[config.mk]
export PLATFORM = sky130hd
export DESIGN_NAME = cmp_arbiter
export DESIGN_NICKNAME = d
export VERILOG_FILES = /design/src/rtl/cmp_arbiter.sv
export SDC_FILE = /design/constraint.sdc
export NUM_CORES = 1
export LEC_CHECK = 0
export ABC_AREA = 1
export ABC_CLOCK_PERIOD_IN_PS = 2450
export CAP_MARGIN = 20
export CELL_PAD_IN_SITES_DETAIL_PLACEMENT = 0
export CELL_PAD_IN_SITES_GLOBAL_PLACEMENT = 1
export CORE_MARGIN = 2
export CORE_UTILIZATION = 35
export CTS_CLUSTER_SIZE = 24
export DETAILED_ROUTE_END_ITERATION = 12
export GPL_TIMING_DRIVEN = 0
export PLACE_DENSITY_LB_ADDON = 0.15
export SLEW_MARGIN = 20
export SYNTH_ARGS = -nofsm -noshare
export SYNTH_HDL_FRONTEND = slang
export SYNTH_SLANG_ARGS = --single-unit
export TNS_END_PERCENT = 20
[constraint.sdc]
create_clock -name clk -period 2.45 [get_ports clk]
set_clock_uncertainty 0.1 [all_clocks]
set_input_delay 0.3675 -clock clk [delete_from_list [all_inputs] [get_ports clk]]
set_output_delay 0.3675 -clock clk [all_outputs]
set_load 0.01 [all_outputs]
[src/rtl/cmp_arbiter.sv]
// Round-robin arbiter sharing one compare unit between two requesters.
// Three-state sequencer (IDLE/EVAL/DONE) with registered outputs and an op counter.
module cmp_arbiter #(
  parameter int WIDTH = 4,
  parameter int CNT_W = 8
) (
  input  logic             clk,
  input  logic             rst,
  input  logic             req0,
  input  logic [WIDTH-1:0] x0,
  input  logic [WIDTH-1:0] y0,
  input  logic [1:0]       op0,
  input  logic             req1,
  input  logic [WIDTH-1:0] x1,
  input  logic [WIDTH-1:0] y1,
  input  logic [1:0]       op1,
  output logic             gnt0,
  output logic             gnt1,
  output logic             done0,
  output logic             done1,
  output logic             res,
  output logic             busy,
  output logic [CNT_W-1:0] op_cnt
);

  typedef enum logic [1:0] {
    S_IDLE,
    S_EVAL,
    S_DONE
  } state_t;

  state_t           r_state, w_state;
  logic             r_rr, w_rr;
  logic             r_own, w_own;
  logic [WIDTH-1:0] r_x, w_x;
  logic [WIDTH-1:0] r_y, w_y;
  logic [1:0]       r_op, w_op;
  logic             r_gnt0, w_gnt0;
  logic             r_gnt1, w_gnt1;
  logic             r_done0, w_done0;
  logic             r_done1, w_done1;
  logic             r_res, w_res;
  logic             r_busy, w_busy;
  logic [CNT_W-1:0] r_cnt, w_cnt;
  logic             w_pick1;

  function automatic logic f_cmp(
    input logic [WIDTH-1:0] a,
    input logic [WIDTH-1:0] b,
    input logic [1:0]       op
  );
    logic r;
    r = 1'b0;
    unique case (op)
      2'b00: r = (a == b);
      2'b01: r = (a < b);
      2'b10: r = (a > b);
      2'b11: r = (a != b);
      default: r = 1'b0;
    endcase
    return r;
  endfunction

  // Requester 1 wins when alone, or when both ask and the pointer favours it.
  assign w_pick1 = req1 & (~req0 | r_rr);

  always_comb begin
    w_state = r_state;
    w_rr    = r_rr;
    w_own   = r_own;
    w_x     = r_x;
    w_y     = r_y;
    w_op    = r_op;
    w_gnt0  = r_gnt0;
    w_gnt1  = r_gnt1;
    w_done0 = 1'b0;
    w_done1 = 1'b0;
    w_res   = r_res;
    w_cnt   = r_cnt;
    unique case (r_state)
      S_IDLE: begin
        if (req0 | req1) begin
          w_state = S_EVAL;
          w_own   = w_pick1;
          w_x     = w_pick1 ? x1 : x0;
          w_y     = w_pick1 ? y1 : y0;
          w_op    = w_pick1 ? op1 : op0;
          w_gnt0  = ~w_pick1;
          w_gnt1  = w_pick1;
        end
      end
      S_EVAL: begin
        w_state = S_DONE;
        w_res   = f_cmp(r_x, r_y, r_op);
        w_done0 = ~r_own;
        w_done1 = r_own;
        w_cnt   = r_cnt + CNT_W'(1);
        w_rr    = ~r_own;
      end
      S_DONE: begin
        w_state = S_IDLE;
        w_gnt0  = 1'b0;
        w_gnt1  = 1'b0;
        w_res   = 1'b0;
      end
      default: begin
        w_state = S_IDLE;
        w_gnt0  = 1'b0;
        w_gnt1  = 1'b0;
        w_res   = 1'b0;
      end
    endcase
    w_busy = (w_state != S_IDLE);
  end

  always_ff @(posedge clk or posedge rst) begin
    if (rst) begin
      r_state <= S_IDLE;
      r_rr    <= 1'b0;
      r_own   <= 1'b0;
      r_x     <= '0;
      r_y     <= '0;
      r_op    <= '0;
      r_gnt0  <= 1'b0;
      r_gnt1  <= 1'b0;
      r_done0 <= 1'b0;
      r_done1 <= 1'b0;
      r_res   <= 1'b0;
      r_busy  <= 1'b0;
      r_cnt   <= '0;
    end else begin
      r_state <= w_state;
      r_rr    <= w_rr;
      r_own   <= w_own;
      r_x     <= w_x;
      r_y     <= w_y;
      r_op    <= w_op;
      r_gnt0  <= w_gnt0;
      r_gnt1  <= w_gnt1;
      r_done0 <= w_done0;
      r_done1 <= w_done1;
      r_res   <= w_res;
      r_busy  <= w_busy;
      r_cnt   <= w_cnt;
    end
  end

  assign gnt0   = r_gnt0;
  assign gnt1   = r_gnt1;
  assign done0  = r_done0;
  assign done1  = r_done1;
  assign res    = r_res;
  assign busy   = r_busy;
  assign op_cnt = r_cnt;

endmodule

==> out/metrics.cfg <==
[status]
status = finished, final reports clean

[worst_setup_path]
cp_num_buf_inv = 1
critPathCaptureType = primary output
cp_max_fo = 4
rrSetupSlack_ns = 1.00
r2r_end = r_y[1]
cp.arrival_ns = 1.31
cp_slowest_cell = clkdlybuf4s50_1
start_kind = flop
cp.required_ns = 1.98
critical_path_class = flop to primary output
r2r-start = r_state[1]
path_delay_family = buffers and inverters
cpPeakStageDelay_ns = 0.58
r2r_cells = 6
crit_chain = clkdlybuf4s50_1

[yosys]
yosysTopAreaCell = dfrtp_1
synthDistinctLibCells = 26
yosysWarnings = 0
syn_nets = 173
synthTopCellsByArea = dfrtp_1, nand2_1, inv_1
ys_ff_latch = 28
synth_seq_area_share_pct = 51.5
netlist_instances = 144
synth_area_um2 = 1360
synth_top_cell_area_share_pct = 51.5
synth.avg_cell_area_um2 = 9.44

[global_route]
grt.total_usage_pct = 14.7
first_global_vias = 1118
antenna_found_initial = 0
grt_max_degree = 29
grt_pass1_wl_mm = 4.95
overflow = 0

[clock_tree]
clock_sinks = 28
cts_tree = built
clk_latency_ns = 0.27
hold_buffers = 0
cts.clk_slew.worst_paths_ns = 0.10
clockBufferDepth = 2
root_buffer = clkbuf_8
h-tree-depth = 1
cts_buffers = 3
post_cts_resized = 0
cts_setup_buffers = 0

[hold_path]
hold_path_class = flop to flop
hp-start = r_own
min_path_cells = 1
min_to = done0

[timing]
finalHoldViolCount = 0
max_slew_margin_pct = 60.9
period_minus_slack_ns = 1.78
fin_crit_sh_pct = 72.5
slew_viol_final = 0
worst_pin_slew_ns = 0.585
setup_viol = 0
setup_tns_ns = 0
rsz0062_at_grt = no
holdWs_ns = 0.329
fmax_mhz = 563

[place]
portBuffers = 37
hpwl_mm = 2.05
gp_congestion = 0.694

[finish]
antennaDiodeCount = 0
area_growth_pct = 36.9
finalNetCount = 215
drive_gt1_share_pct = 11.4

[drt]
num_vias = 1049
detail-route-antenna-nets = 0
wirelength_mm = 2.76
drt_first_pass_iters = 4
vias_per_cell = 4.50
drc_errors = 0
drt_iter0_drc = 31
wl_per_cell_um = 11.8

[floorplan]
start_util_pct = 36.9
die-width_um = 66.3
core-area_um2 = 3690
rows = 22
die_area_um2 = 4400
io_pins = 38
die_height_um = 66.3

[power]
power_mw = 2.10
leakage_nw = 0.909
powerDensity_nw_per_um2 = 1130
ir_worst_vdd_mv = 0.494

[flow_run]
drv_cap = 0

==> synthesized netlist by cell type (all sizes together) <==
cell type  number
nand4           1
dfrtp          28
buf             1
nor3            1
o211ai          5
nand3           5
a22oi           3
xor2            4
nand2          46
xnor2           1
a21oi           3
inv            23
ha              5
o22ai           1
nor2           12
nand3b          2
o21ai           3
==> worst max path at each step <==
stage               startpoint   endpoint  slack (ns)  cells past startpoint
finish               op_cnt[0]  op_cnt[0]        0.67                      1
CTS                  op_cnt[0]  op_cnt[0]        0.66                      1
global placement          req0    r_op[1]        0.62                      7
detailed placement        req0     r_x[1]        0.61                      7
floorplan               r_x[3]        res        1.16                      7
global route         op_cnt[0]  op_cnt[0]        0.61                      1
==> cells by family (layout without fill, tap and decap cells) <==
family                   count (synthesis)  after routing  share of synthesized area (%)
AO/OA/AOI/OAI                           15             15                           7.08
XOR/XNOR                                 5              5                           3.77
buffers and inverters                   24             65                           6.90
adder cells (fa/ha/maj)                  5              5                           4.60
AND/OR/NAND/NOR                         67             67                           26.1
flip-flops                              28             28                           51.5
==> state kept, by name, summed over array words and instances (netlist names) <==
register  flops
busy          1
op_cnt        8
done1         1
done0         1
res           1
r_rr          1
r_op          2
r_y           4
r_x           4
r_own         1
r_state       2
gnt1          1
gnt0          1
==> area by class of cell <==
class / instances / area, um^2
fillers: 380 / 1830
flip-flops and latches: 28 / 701
multi-input cells: 92 / 566
repair buffers: 37 / 370
inverters: 23 / 88.8
well taps: 48 / 60.1
clock buffers: 3 / 41.3
clock inverters: 1 / 30.0
plain buffers: 1 / 5.00
==> stage by stage <==
stage               cells  util [%]  cell area [um^2]  setup slack, ns
floorplan             144         -              1360             1.16
global placement      229      48.5              1790            0.618
detailed placement    229      48.5              1790            0.609
CTS                   233      50.5              1860            0.664
global route          233      50.5              1860            0.612
finish                233      50.5              1860            0.674
==> metal layers <==
layer	GRT usage [%]	part of all wire, %	vias to the layer above
met2	27.0	51	17
li1	-	-	530
met5	0	0	-
met1	17.5	46	500
met3	1.87	3.0	2
met4	4.59	0.80	0
==> layout by cell type, fill, tap and decap left out, types with 2 or more instances in the layout <==
cell type and count:
nor2_8 2, inv_2 4, o211ai_1 5, nand3_1 5, a21oi_1 3, clkdlybuf4s50_1 37
inv_1 18, nand2_1 44, xor2_1 4, o21ai_0 2, a22oi_1 3, ha_1 5
clkbuf_8 3, dfrtp_1 28, nor2_1 6, nor2_2 2, nor2_4 2
==> power breakdown <==
part,switching [mW],internal (mW)
clock,0.144,0.219
sequential,0.121,0.659
combinational,0.527,0.429
No activity file was read; power rests on OpenSTA's default activity.
